<file path="src/rtl/cv32e40p_sleep_ctrl_multi.sv">
// ---------------------------------------------------------------------------
// cv32e40p_sleep_ctrl_multi
//
// Multi-domain sleep controller. It sequences a WFI-style sleep through a
// drain phase with programmable idle hysteresis. It drives one
// cv32e40p_clock_gate per clock domain. It wakes on any enabled wake source
// and reports which sources caused the wake. The FSM runs on the free-running
// clock. Domain 0 is the controller domain and stays clocked while draining.
//
// Optional feature: define CV32E40P_SLEEP_STATS_EN to add sleep statistics
// counters (sleep_cycles_o, sleep_entries_o).
//
// Ports:
//   clk_ungated_i   in   free-running clock, the only clock
//   rst_i           in   synchronous active-high reset
//   scan_cg_en_i    in   forces every clock gate on (test)
//   fetch_enable_i  in   fetch enable, made sticky internally
//   fetch_enable_o  out  sticky fetch enable
//   sleep_req_i     in   level sleep request (WFI)
//   dom_busy_i      in   per-domain busy
//   wake_i          in   raw wake sources
//   wake_mask_i     in   wake source enables (1 = enabled)
//   idle_thresh_i   in   idle cycles required before sleeping
//   clk_gated_o     out  per-domain gated clocks
//   core_sleep_o    out  core is asleep
//   wake_src_o      out  masked wake sources captured at wake
//   wake_valid_o    out  one-cycle pulse in the first WAKE cycle
//   sleep_cycles_o  out  (stats only) cycles spent with core_sleep_o=1, saturating
//   sleep_entries_o out  (stats only) DRAIN->SLEEP transitions, wrapping
// ---------------------------------------------------------------------------

// Latch-based clock gate. The enable is captured while the clock is low, so
// the gated clock can never glitch during the high phase.
module cv32e40p_clock_gate (
  input  logic clk_i,
  input  logic en_i,
  input  logic scan_cg_en_i,
  output logic clk_o
);

  logic clk_en;

  always_latch begin
    if (clk_i == 1'b0) clk_en <= en_i | scan_cg_en_i;
  end

  assign clk_o = clk_i & clk_en;

endmodule

module cv32e40p_sleep_ctrl_multi #(
  parameter int NUM_DOMAINS = 2,
  parameter int NUM_WAKE    = 4,
  parameter int IDLE_CNT_W  = 4,
  parameter int WAKE_DLY    = 2
) (
  input  logic                   clk_ungated_i,
  input  logic                   rst_i,
  input  logic                   scan_cg_en_i,
  input  logic                   fetch_enable_i,
  output logic                   fetch_enable_o,
  input  logic                   sleep_req_i,
  input  logic [NUM_DOMAINS-1:0] dom_busy_i,
  input  logic [NUM_WAKE-1:0]    wake_i,
  input  logic [NUM_WAKE-1:0]    wake_mask_i,
  input  logic [IDLE_CNT_W-1:0]  idle_thresh_i,
  output logic [NUM_DOMAINS-1:0] clk_gated_o,
  output logic                   core_sleep_o,
  output logic [NUM_WAKE-1:0]    wake_src_o,
  output logic                   wake_valid_o
`ifdef CV32E40P_SLEEP_STATS_EN
  ,
  output logic [31:0]            sleep_cycles_o,
  output logic [15:0]            sleep_entries_o
`endif
);

  localparam logic [2:0] OFF   = 3'd0;
  localparam logic [2:0] RUN   = 3'd1;
  localparam logic [2:0] DRAIN = 3'd2;
  localparam logic [2:0] SLEEP = 3'd3;
  localparam logic [2:0] WAKE  = 3'd4;

  // A zero wake delay still needs one WAKE cycle to emit wake_valid_o.
  localparam int WAKE_LEN = (WAKE_DLY < 1) ? 1 : WAKE_DLY;
  localparam int WCNT_W   = (WAKE_LEN > 1) ? $clog2(WAKE_LEN) : 1;
  localparam logic [WCNT_W-1:0] WAKE_LAST = WCNT_W'(WAKE_LEN - 1);

  logic [2:0]             state_q;
  logic [2:0]             state_d;
  logic                   fetch_en_q;
  logic [IDLE_CNT_W-1:0]  idle_cnt_q;
  logic [IDLE_CNT_W-1:0]  idle_cnt_d;
  logic [NUM_DOMAINS-1:0] busy_q;
  logic [WCNT_W-1:0]      wake_cnt_q;
  logic [WCNT_W-1:0]      wake_cnt_d;
  logic [NUM_WAKE-1:0]    wake_src_q;
  logic                   wake_valid_q;
  logic [NUM_WAKE-1:0]    masked_wake;
  logic                   wake_hit;
  logic                   all_idle;
  logic [NUM_DOMAINS-1:0] gate_en;

  assign masked_wake = wake_i & wake_mask_i;
  assign wake_hit    = |masked_wake;
  assign all_idle    = ~|dom_busy_i;

  // Next-state logic. The idle counter is cleared on every DRAIN exit, so
  // each new drain starts its hysteresis from zero. A wake request beats
  // sleep entry when both occur in the same DRAIN cycle.
  always_comb begin
    state_d    = state_q;
    idle_cnt_d = idle_cnt_q;
    wake_cnt_d = wake_cnt_q;
    case (state_q)
      OFF: begin
        if (fetch_en_q) state_d = RUN;
      end
      RUN: begin
        if (sleep_req_i) state_d = DRAIN;
      end
      DRAIN: begin
        if (!sleep_req_i || wake_hit) begin
          state_d    = RUN;
          idle_cnt_d = '0;
        end else if (all_idle && (idle_cnt_q >= idle_thresh_i)) begin
          state_d    = SLEEP;
          idle_cnt_d = '0;
        end else if (!all_idle) begin
          idle_cnt_d = '0;
        end else if (idle_cnt_q != '1) begin
          idle_cnt_d = idle_cnt_q + 1'b1;
        end
      end
      SLEEP: begin
        if (wake_hit) begin
          state_d    = WAKE;
          wake_cnt_d = '0;
        end
      end
      WAKE: begin
        if (wake_cnt_q == WAKE_LAST) state_d = RUN;
        else wake_cnt_d = wake_cnt_q + 1'b1;
      end
      default: state_d = OFF;
    endcase
  end

  // Gate enables. While draining, a non-controller domain keeps its clock
  // for one extra cycle after busy drops (busy_q), so its last action can
  // complete. In SLEEP the enables follow wake_hit directly, so clocks
  // resume in the same cycle as the wake.
  always_comb begin
    gate_en = '0;
    if (!rst_i) begin
      case (state_q)
        RUN, WAKE: gate_en = '1;
        DRAIN: begin
          gate_en    = dom_busy_i | busy_q;
          gate_en[0] = 1'b1;
        end
        SLEEP:   gate_en = {NUM_DOMAINS{wake_hit}};
        default: gate_en = '0;
      endcase
    end
  end

  // State registers. In SLEEP without a wake every register holds its value.
  // Once gate_en is zero, the free-running clock can be stopped upstream.
  always_ff @(posedge clk_ungated_i) begin
    if (rst_i) begin
      state_q      <= OFF;
      fetch_en_q   <= 1'b0;
      idle_cnt_q   <= '0;
      busy_q       <= '0;
      wake_cnt_q   <= '0;
      wake_src_q   <= '0;
      wake_valid_q <= 1'b0;
    end else begin
      state_q      <= state_d;
      fetch_en_q   <= fetch_en_q | fetch_enable_i;
      idle_cnt_q   <= idle_cnt_d;
      busy_q       <= dom_busy_i;
      wake_cnt_q   <= wake_cnt_d;
      wake_valid_q <= (state_q == SLEEP) && wake_hit;
      if ((state_q == SLEEP) && wake_hit) wake_src_q <= masked_wake;
    end
  end

  assign fetch_enable_o = fetch_en_q;
  assign core_sleep_o   = !rst_i && (state_q == SLEEP) && !wake_hit;
  assign wake_src_o     = wake_src_q;
  assign wake_valid_o   = wake_valid_q;

`ifdef CV32E40P_SLEEP_STATS_EN
  logic [31:0] sleep_cycles_q;
  logic [15:0] sleep_entries_q;

  // Sleep statistics. The cycle counter saturates and the entry counter wraps.
  always_ff @(posedge clk_ungated_i) begin
    if (rst_i) begin
      sleep_cycles_q  <= '0;
      sleep_entries_q <= '0;
    end else begin
      if (core_sleep_o && (sleep_cycles_q != '1)) sleep_cycles_q <= sleep_cycles_q + 1'b1;
      if ((state_q == DRAIN) && (state_d == SLEEP)) sleep_entries_q <= sleep_entries_q + 1'b1;
    end
  end

  assign sleep_cycles_o  = sleep_cycles_q;
  assign sleep_entries_o = sleep_entries_q;
`endif

  for (genvar d = 0; d < NUM_DOMAINS; d++) begin : g_gate
    cv32e40p_clock_gate u_gate (
      .clk_i        (clk_ungated_i),
      .en_i         (gate_en[d]),
      .scan_cg_en_i (scan_cg_en_i),
      .clk_o        (clk_gated_o[d])
    );
  end

endmodule

</file>
<file path="config.mk">
export PLATFORM = sky130hd
export DESIGN_NAME = cv32e40p_sleep_ctrl_multi
export DESIGN_NICKNAME = d
export VERILOG_FILES = /design/src/rtl/cv32e40p_sleep_ctrl_multi.sv
export SDC_FILE = /design/constraint.sdc
export NUM_CORES = 1
export LEC_CHECK = 0
export BUFFER_PORTS_ARGS = -buffer_cell sky130_fd_sc_hd__clkbuf_2
export CORE_ASPECT_RATIO = 1.4
export CORE_MARGIN = 10
export CORE_UTILIZATION = 45
export DETAILED_ROUTE_END_ITERATION = 12
export GPL_TIMING_DRIVEN = 0
export HOLD_SLACK_MARGIN = 0.03
export PLACE_DENSITY = 0.75
export SYNTH_ARGS = -nofsm -noshare
export SYNTH_HDL_FRONTEND = slang
export SYNTH_SLANG_ARGS = --single-unit
</file>
<file path="constraint.sdc">
create_clock -name clk_ungated_i -period 1.9 [get_ports clk_ungated_i]
set_input_delay 0.38 -clock clk_ungated_i [delete_from_list [all_inputs] [get_ports clk_ungated_i]]
set_output_delay 0.38 -clock clk_ungated_i [all_outputs]
set_load 0.1 [all_outputs]
</file>
### Yosys cells after proc, flatten, opt, wreduce, memory -nomap -nowiden

Cells that the tools add are included.
W data, S select, Z words.

| storage, ports and cells | value |
|---|---|
| output and inout bits | 9 |
| input bits | 19 |
| word-level logic and storage cells | 65 |
| latch bits | 2 |
| register bits | 16 |

| operators by class | value |
|---|---|
| reduce and logical (&&, ||, !) cells | 18 |
| magnitude comparators | 1 |
| multiplexer cells | 18 |
| bitwise logic cells | 7 |
| $add $sub $neg | 2 |
| equality and inequality tests | 10 |

Operators by type and width:

| kind | number |
|---|---|
| $mux W3 | 6 |
| $mux W4 | 4 |
| $pmux W3 S5 | 1 |
| $ne A2 B2 Y1 const B | 4 |
| $eq A3 B2 Y1 const B | 2 |
| $pmux W2 S3 | 1 |
| $reduce_and A5 Y1 | 1 |
| $add A4 B1 Y4 const B | 1 |
| $and A4 B4 Y4 | 1 |
| $ge A4 B4 Y1 | 1 |
| $logic_and A1 B1 Y1 | 4 |
| $logic_not A1 Y1 | 4 |
| $mux W1 | 4 |
| $ne A4 B4 Y1 const B | 1 |
| $reduce_and A2 Y1 | 2 |
| $reduce_bool A4 Y1 | 1 |
| $reduce_or A2 Y1 | 2 |
| $reduce_or A4 Y1 | 1 |
| $eq A3 B1 Y1 const B | 1 |
| $eq A3 B3 Y1 const B | 1 |
| $logic_not A3 Y1 | 1 |
| $ne A3 B3 Y1 const B | 1 |
| $or A1 B1 Y1 | 3 |
| $and A1 B1 Y1 | 2 |
| 6 further kinds | 6 |

### Longest topological paths before layout

Gate-level depths: netlist (run 1).

| logic depth | value |
|---|---|
| depth after elaboration | 6 |
| depth in mapped cells | 7 |
| depth with buffers taken out | 7 |

### Cells and area by module

Synthesis (run 1) repeated with hierarchy kept, for this count alone.

| unflattened totals | value |
|---|---|
| cell total of the unflattened synthesis | 113 |
| area, all modules | 960.9 µm² |

Modules (own cells, without submodules):

| module | area each (µm²) | seq. area each (µm²) | cells an instance | instances |
|---|---|---|---|---|
| cv32e40p_sleep_ctrl_multi | 905.9 | 300.3 | 107 | 1 |
| cv32e40p_clock_gate | 27.5 | 0.0 | 3 | 2 |

==> results_dict.tcl, run 1 <==
set metrics [dict create \
    outcome "complete, but fails checks" \
    violations "negative setup slack" \
    worstRegToRegCells 7 \
    worstPathRequired_ps 1520 \
    hold_buffers 0 \
    cts_tree "built" \
    yosysWarnings 0 \
    cap_violations 0 \
    min_to "fetch_enable_o" \
    clk_pin_slew_worst_paths_ps 100 \
    die_area_um2 4420 \
    synth_top_cell_by_area "dfxtp_1" \
    fin_nets 177 \
    reg2reg_to "idle_cnt_q[0]" \
    ff2ff_setup_slack_ps -40 \
    n_fill_cell 177 \
    drive_gt1_frac 0.441 \
    arrival_ps 2100 \
    area_delta_synth_final_pct 40.5 \
    cp_max_fo 1 \
    final_util 0.678 \
    start_util 0.482 \
    setup_viol 5 \
    antennaDiodeCount 0 \
    port_buffers 27 \
    ios 28 \
    whs_path_depth 3 \
    synth_area_um2 963 \
    slowest_stage "dlxtn_1" \
    core_um2 2000 \
    grt_pass1_wl_um 4310 \
    die_w_um 59.1 \
    ys.flop_type "dfxtp_1" \
    cp_cell_sequence "and2_4 -> clkbuf_16" \
    p_per_area_nw_per_um2 942 \
    synth_edf_count 0 \
    grt.overflow.total 0 \
    post-synth-top-count-cell "dfxtp_1" \
    finClkSkew_ps 3.31 \
    ant_nets 0 \
    drt_iter0_drc 15 \
    dr.pass1.iters 4 \
    drt-wirelength-per-cell_um 15.3 \
    synth_commonest_cells "dfxtp_1, nor2_1, a21oi_1" \
    min_from "fetch_enable_i" \
    crit_path_start_kind "latch" \
    slew_violations 0 \
    worst_hold_slack_ps 156 \
    num_vias 995 \
    post-route-worst-setup-slack_ps -581 \
    p_leak_nw 0.605 \
    dpl.cell_count 161 \
    slowest_delay_ps 400 \
    synth_nets 137 \
    synthArstFlopShare 0 \
    hp-class "in2reg" \
    finalWirelength_um 2640 \
    drcViolationCount 0 \
    crit-reg2reg-launch "idle_cnt_q[0]" \
    syn-mean-instance-area_um2 8.53 \
    crit_type "latch2out" \
    grt_max_degree 11 \
    yosys.cell_types.count 42 \
    grt_pass1_vias 1056 \
    final_cells 173 \
    total_power_mw 1.28 \
    peakVddDrop_v 0.000770 \
    rsz0062_at_grt "true" \
    hold_viol_final 0 \
    worstSetupEndpointType "output pin" \
    clk_latency_ps 420 \
    avgViaCountPerCell 5.75 \
    gr-usage-all-layers 0.128 \
    grt_antenna_before_repair 0 \
    ys_ff_latch 17 \
    num_rows 19 \
    tightestPinTransition_ps 548 \
    ys_top_cells_by_area "dfxtp_1, ha_1, a21oi_1" \
    dp_hpwl_um 1890 \
    place_congestion 0.865 \
    worst_slew_margin_rel 0.635 \
    syn_inst 113 \
    die_h_um 74.7 \
    yosysTopAreaCellShare 0.312 \
]
[sequential cells by signal (all words and copies together) (netlist names)]
signal                cells
idle_cnt_q                4
state_q                   3
wake_cnt_q                1
wake_valid_o              1
wake_src_o                4
busy_q                    1
fetch_enable_o            1
g_gate.u_gate.clk_en      2
[cells by family (layout without fill, tap and decap cells)]
logic type,Yosys count,count (layout),synth area share
xor+xnor,1,1,0.00909
latches,2,2,0.0312
buf+inv,12,51,0.0623
simple gates,44,44,0.239
compound gates,33,33,0.271
flops,15,15,0.312
fa+ha+maj,5,5,0.0649
mux,1,1,0.0104
[cells in the final DEF (no fill, tap or decap), types with 2 or more instances in the layout]
cell type  instances
dfxtp_1           13
ha_1               4
a21oi_1            9
nor3_1             3
buf_4              7
nand2_1            8
buf_6              2
inv_1              4
nand3b_1           3
a22oi_2            2
a2111o_1           2
and2_1             2
o21ai_0            3
a211o_1            2
dlxtn_1            2
a211oi_1           2
nor2_1            11
nand2_2            2
clkbuf_4           8
dfxtp_2            2
clkbuf_2          24
clkbuf_16          3
and2_4             2
a32oi_1            3
nand3_1            2
[worst max-delay path, delay by kind of cell (launching register included)]
family / cells / cell delay (ps)
latches: 1 / 400
and+or+nand+nor: 1 / 130
buffers and inverters: 1 / 190
[report_power, final]
part	switching (mW)	internal, mW	leakage [nW]	total (mW)
Clock	0.388	0.328	0.0683	0.716
Combinational	0.112	0.0795	0.398	0.192
Sequential	0.00851	0.359	0.139	0.367
Total	0.509	0.767	0.605	1.28
[per-layer routing]
metal,share of wire,global-route usage,vias to the layer above
li1,-,-,490
met1,0.40,0.122,475
met2,0.52,0.207,24
met3,0.052,0.0673,6
met4,0.023,0.0921,0
met5,0,0,-
[worst max-delay path by stage]
stage,endpoint,slack (ps),depth (start not counted),from
2_1_floorplan,clk_gated_o[1],-130,2,g_gate[1].u_gate.clk_en
3_3_place_gp,clk_gated_o[1],-620,3,g_gate[1].u_gate.clk_en
3_5_place_dp,clk_gated_o[1],-620,3,g_gate[1].u_gate.clk_en
4_1_cts,clk_gated_o[0],-590,2,g_gate[0].u_gate.clk_en
5_1_grt,clk_gated_o[1],-610,2,g_gate[1].u_gate.clk_en
6_report,clk_gated_o[1],-580,2,g_gate[1].u_gate.clk_en
[through the flow]
stage               setup TNS, ps  worst slack (ps)  instance area [µm²]
CTS                         -1200              -586                 1310
finish                      -1200              -581                 1350
floorplan                    -251              -127                 1030
global route                -1580              -614                 1350
detailed placement          -1970              -624                 1190
global placement            -1730              -623                 1190
[what timing repair did]
item / CTS / global route
setup buffers: 4 / 2
pin swaps: 2 / 2
resized for setup: 15 / 11
gates cloned: 0 / 0
endpoints found under the setup margin: 10 / 10
[final cells by class]
| class | count | area [µm²] | area share |
|---|---|---|---|
| Tap cell | 21 | 26.3 | 0.0194 |
| Inverter | 5 | 18.8 | 0.0139 |
| Timing Repair Buffer | 31 | 190 | 0.140 |
| Clock inverter | 1 | 5.00 | 0.00370 |
| Multi-Input combinational cell | 84 | 637 | 0.470 |
| Buffer | 5 | 41.3 | 0.0305 |
| Sequential cell | 17 | 333 | 0.246 |
| Clock buffer | 9 | 103 | 0.0758 |
No activity file was read; power rests on OpenSTA's default activity.
==> run 2: changes to the inputs <==
--- a/config.mk
+++ b/config.mk
@@ -6,7 +6,7 @@
 export NUM_CORES = 1
 export LEC_CHECK = 0
 export BUFFER_PORTS_ARGS = -buffer_cell sky130_fd_sc_hd__clkbuf_2
-export CORE_ASPECT_RATIO = 1.4
+export CORE_ASPECT_RATIO = 0.9
 export CORE_MARGIN = 10
 export CORE_UTILIZATION = 45
 export DETAILED_ROUTE_END_ITERATION = 12
==> results_dict.tcl, run 2 (synthesized netlist as in run 1, its figures left out) <==
set metrics [dict create \
    outcome "complete, but fails checks" \
    violations "negative setup slack" \
    worstRegToRegCells 7 \
    num_rows 15 \
    cp_cell_sequence "and2_4 -> clkbuf_16" \
    clk_pin_slew_worst_paths_ps 100 \
    p_leak_nw 0.632 \
    rsz0062_at_grt "true" \
    gr-usage-all-layers 0.141 \
    mostFrequentLayoutCells "clkbuf_2, buf_4, dfxtp_1, nor2_1, a21oi_1" \
    grt.overflow.total 0 \
    worst-path-buf-inv 1 \
    antennaDiodeCount 0 \
    slowest_stage "dlxtn_1" \
    clk_latency_ps 400 \
    p_per_area_nw_per_um2 912 \
    drcViolationCount 0 \
    post-route-worst-setup-slack_ps -565 \
    hold_viol_final 0 \
    cp_max_fo 1 \
    peakVddDrop_v 0.00102 \
    crit_family "latches" \
    dp_slack_ps -654 \
    die_area_um2 4390 \
    place_congestion 0.798 \
    final_common_cell "clkbuf_2" \
    slew_violations 0 \
    num_vias 1044 \
    finalWirelength_um 3030 \
    ff2ff_setup_slack_ps -80 \
    crit-reg2reg-launch "idle_cnt_q[0]" \
    core_um2 1970 \
    grt_max_degree 11 \
    drt_iter0_drc 66 \
    cap_violations 0 \
    ios 28 \
    port_buffers 27 \
    grt_pass1_wl_um 4750 \
    reg2reg_to "idle_cnt_q[0]" \
    start_util 0.489 \
    dr.pass1.iters 5 \
    crit_type "latch2out" \
    tightestPinTransition_ps 609 \
    drive_gt1_frac 0.472 \
    ant_nets 0 \
    setup_viol 6 \
    grt_pass1_vias 1073 \
    hp-class "in2reg" \
    min_from "fetch_enable_i" \
    whs_path_depth 3 \
    worstPathRequired_ps 1520 \
    drt-wirelength-per-cell_um 16.5 \
    crit_path_start_kind "latch" \
    finClkSkew_ps 7.84 \
    worst_slew_margin_rel 0.594 \
    min_to "fetch_enable_o" \
    cts_tree "built" \
    worstSetupEndpointType "output pin" \
    tns_ps -1260 \
    die_w_um 68.8 \
    avgViaCountPerCell 5.67 \
    fin_nets 184 \
    die_h_um 63.9 \
    slowest_delay_ps 400 \
    dp_hpwl_um 2030 \
    grt_antenna_before_repair 0 \
    area_delta_synth_final_pct 47.3 \
    arrival_ps 2090 \
]
## run 2: cell types whose count changed in the layout (fill, tap and decap cells not counted)
cell      before  now
clkbuf_8       0    1
dlxtn_2        0    1
clkbuf_4       8    7
o21ai_2        0    1
clkbuf_1       1    2
buf_4          7   13
dlxtn_1        2    1
o21ai_1        1    0
clkbuf_2      24   25
clkinv_2       1    0
## run 2: layout make-up
class | count | area [µm²]
Sequential cell | 17 | 334
Multi-Input combinational cell | 84 | 641
Tap cell | 25 | 31.3
Clock buffer | 10 | 113
Fill cell | 136 | 552
Buffer | 5 | 35.0
Timing Repair Buffer | 38 | 246
Inverter | 5 | 18.8
## run 2: through the flow
| stage | instance area (µm²) | hold slack, ps | std cells | power (mW) | util |
|---|---|---|---|---|---|
| floorplan | 1030 | 468 | 113 | 0.871 | - |
| global placement | 1190 | 447 | 165 | 0.927 | 0.606 |
| detailed placement | 1190 | 462 | 165 | 0.933 | 0.606 |
| CTS | 1380 | 194 | 183 | 1.29 | 0.700 |
| global route | 1420 | 214 | 184 | 1.35 | 0.720 |
| finish | 1420 | 185 | 184 | 1.29 | 0.720 |
## run 2: worst max path at each step
stage                                  from              to  slack (ps)  depth (start not counted)
floorplan           g_gate[1].u_gate.clk_en  clk_gated_o[1]        -130                          2
detailed placement  g_gate[1].u_gate.clk_en  clk_gated_o[1]        -650                          3
global placement    g_gate[1].u_gate.clk_en  clk_gated_o[1]        -630                          3
global route        g_gate[0].u_gate.clk_en  clk_gated_o[0]        -610                          3
CTS                 g_gate[0].u_gate.clk_en  clk_gated_o[0]        -580                          2
finish              g_gate[1].u_gate.clk_en  clk_gated_o[1]        -570                          2
## run 2: metal layers
layer | routed length (µm) | vias to the layer above | GRT usage
met5 | 0 | - | 0
met4 | 61 | 0 | 0.0690
met3 | 243 | 10 | 0.0679
met2 | 1510 | 50 | 0.220
met1 | 1210 | 482 | 0.156
li1 | - | 502 | -
## run 2: what timing repair did
item | in CTS | in global routing
pin swaps | 5 | 7
hold buffers | 0 | 0
gates resized for setup | 15 | 12
setup endpoints to repair | 9 | 10
setup buffers | 12 | 1
## run 2: where the power goes
group	internal, mW	leakage, nW	total (mW)	switching (mW)
sequential	0.359	0.139	0.367	0.00798
clock	0.353	0.0682	0.735	0.382
combinational	0.0766	0.424	0.192	0.115
total	0.789	0.632	1.29	0.506
## run 2: worst min-delay path, delay by kind of cell
| family | cells | cell delay, ps |
|---|---|---|
| buffers and inverters | 1 | 80 |
| and+or+nand+nor | 2 | 100 |
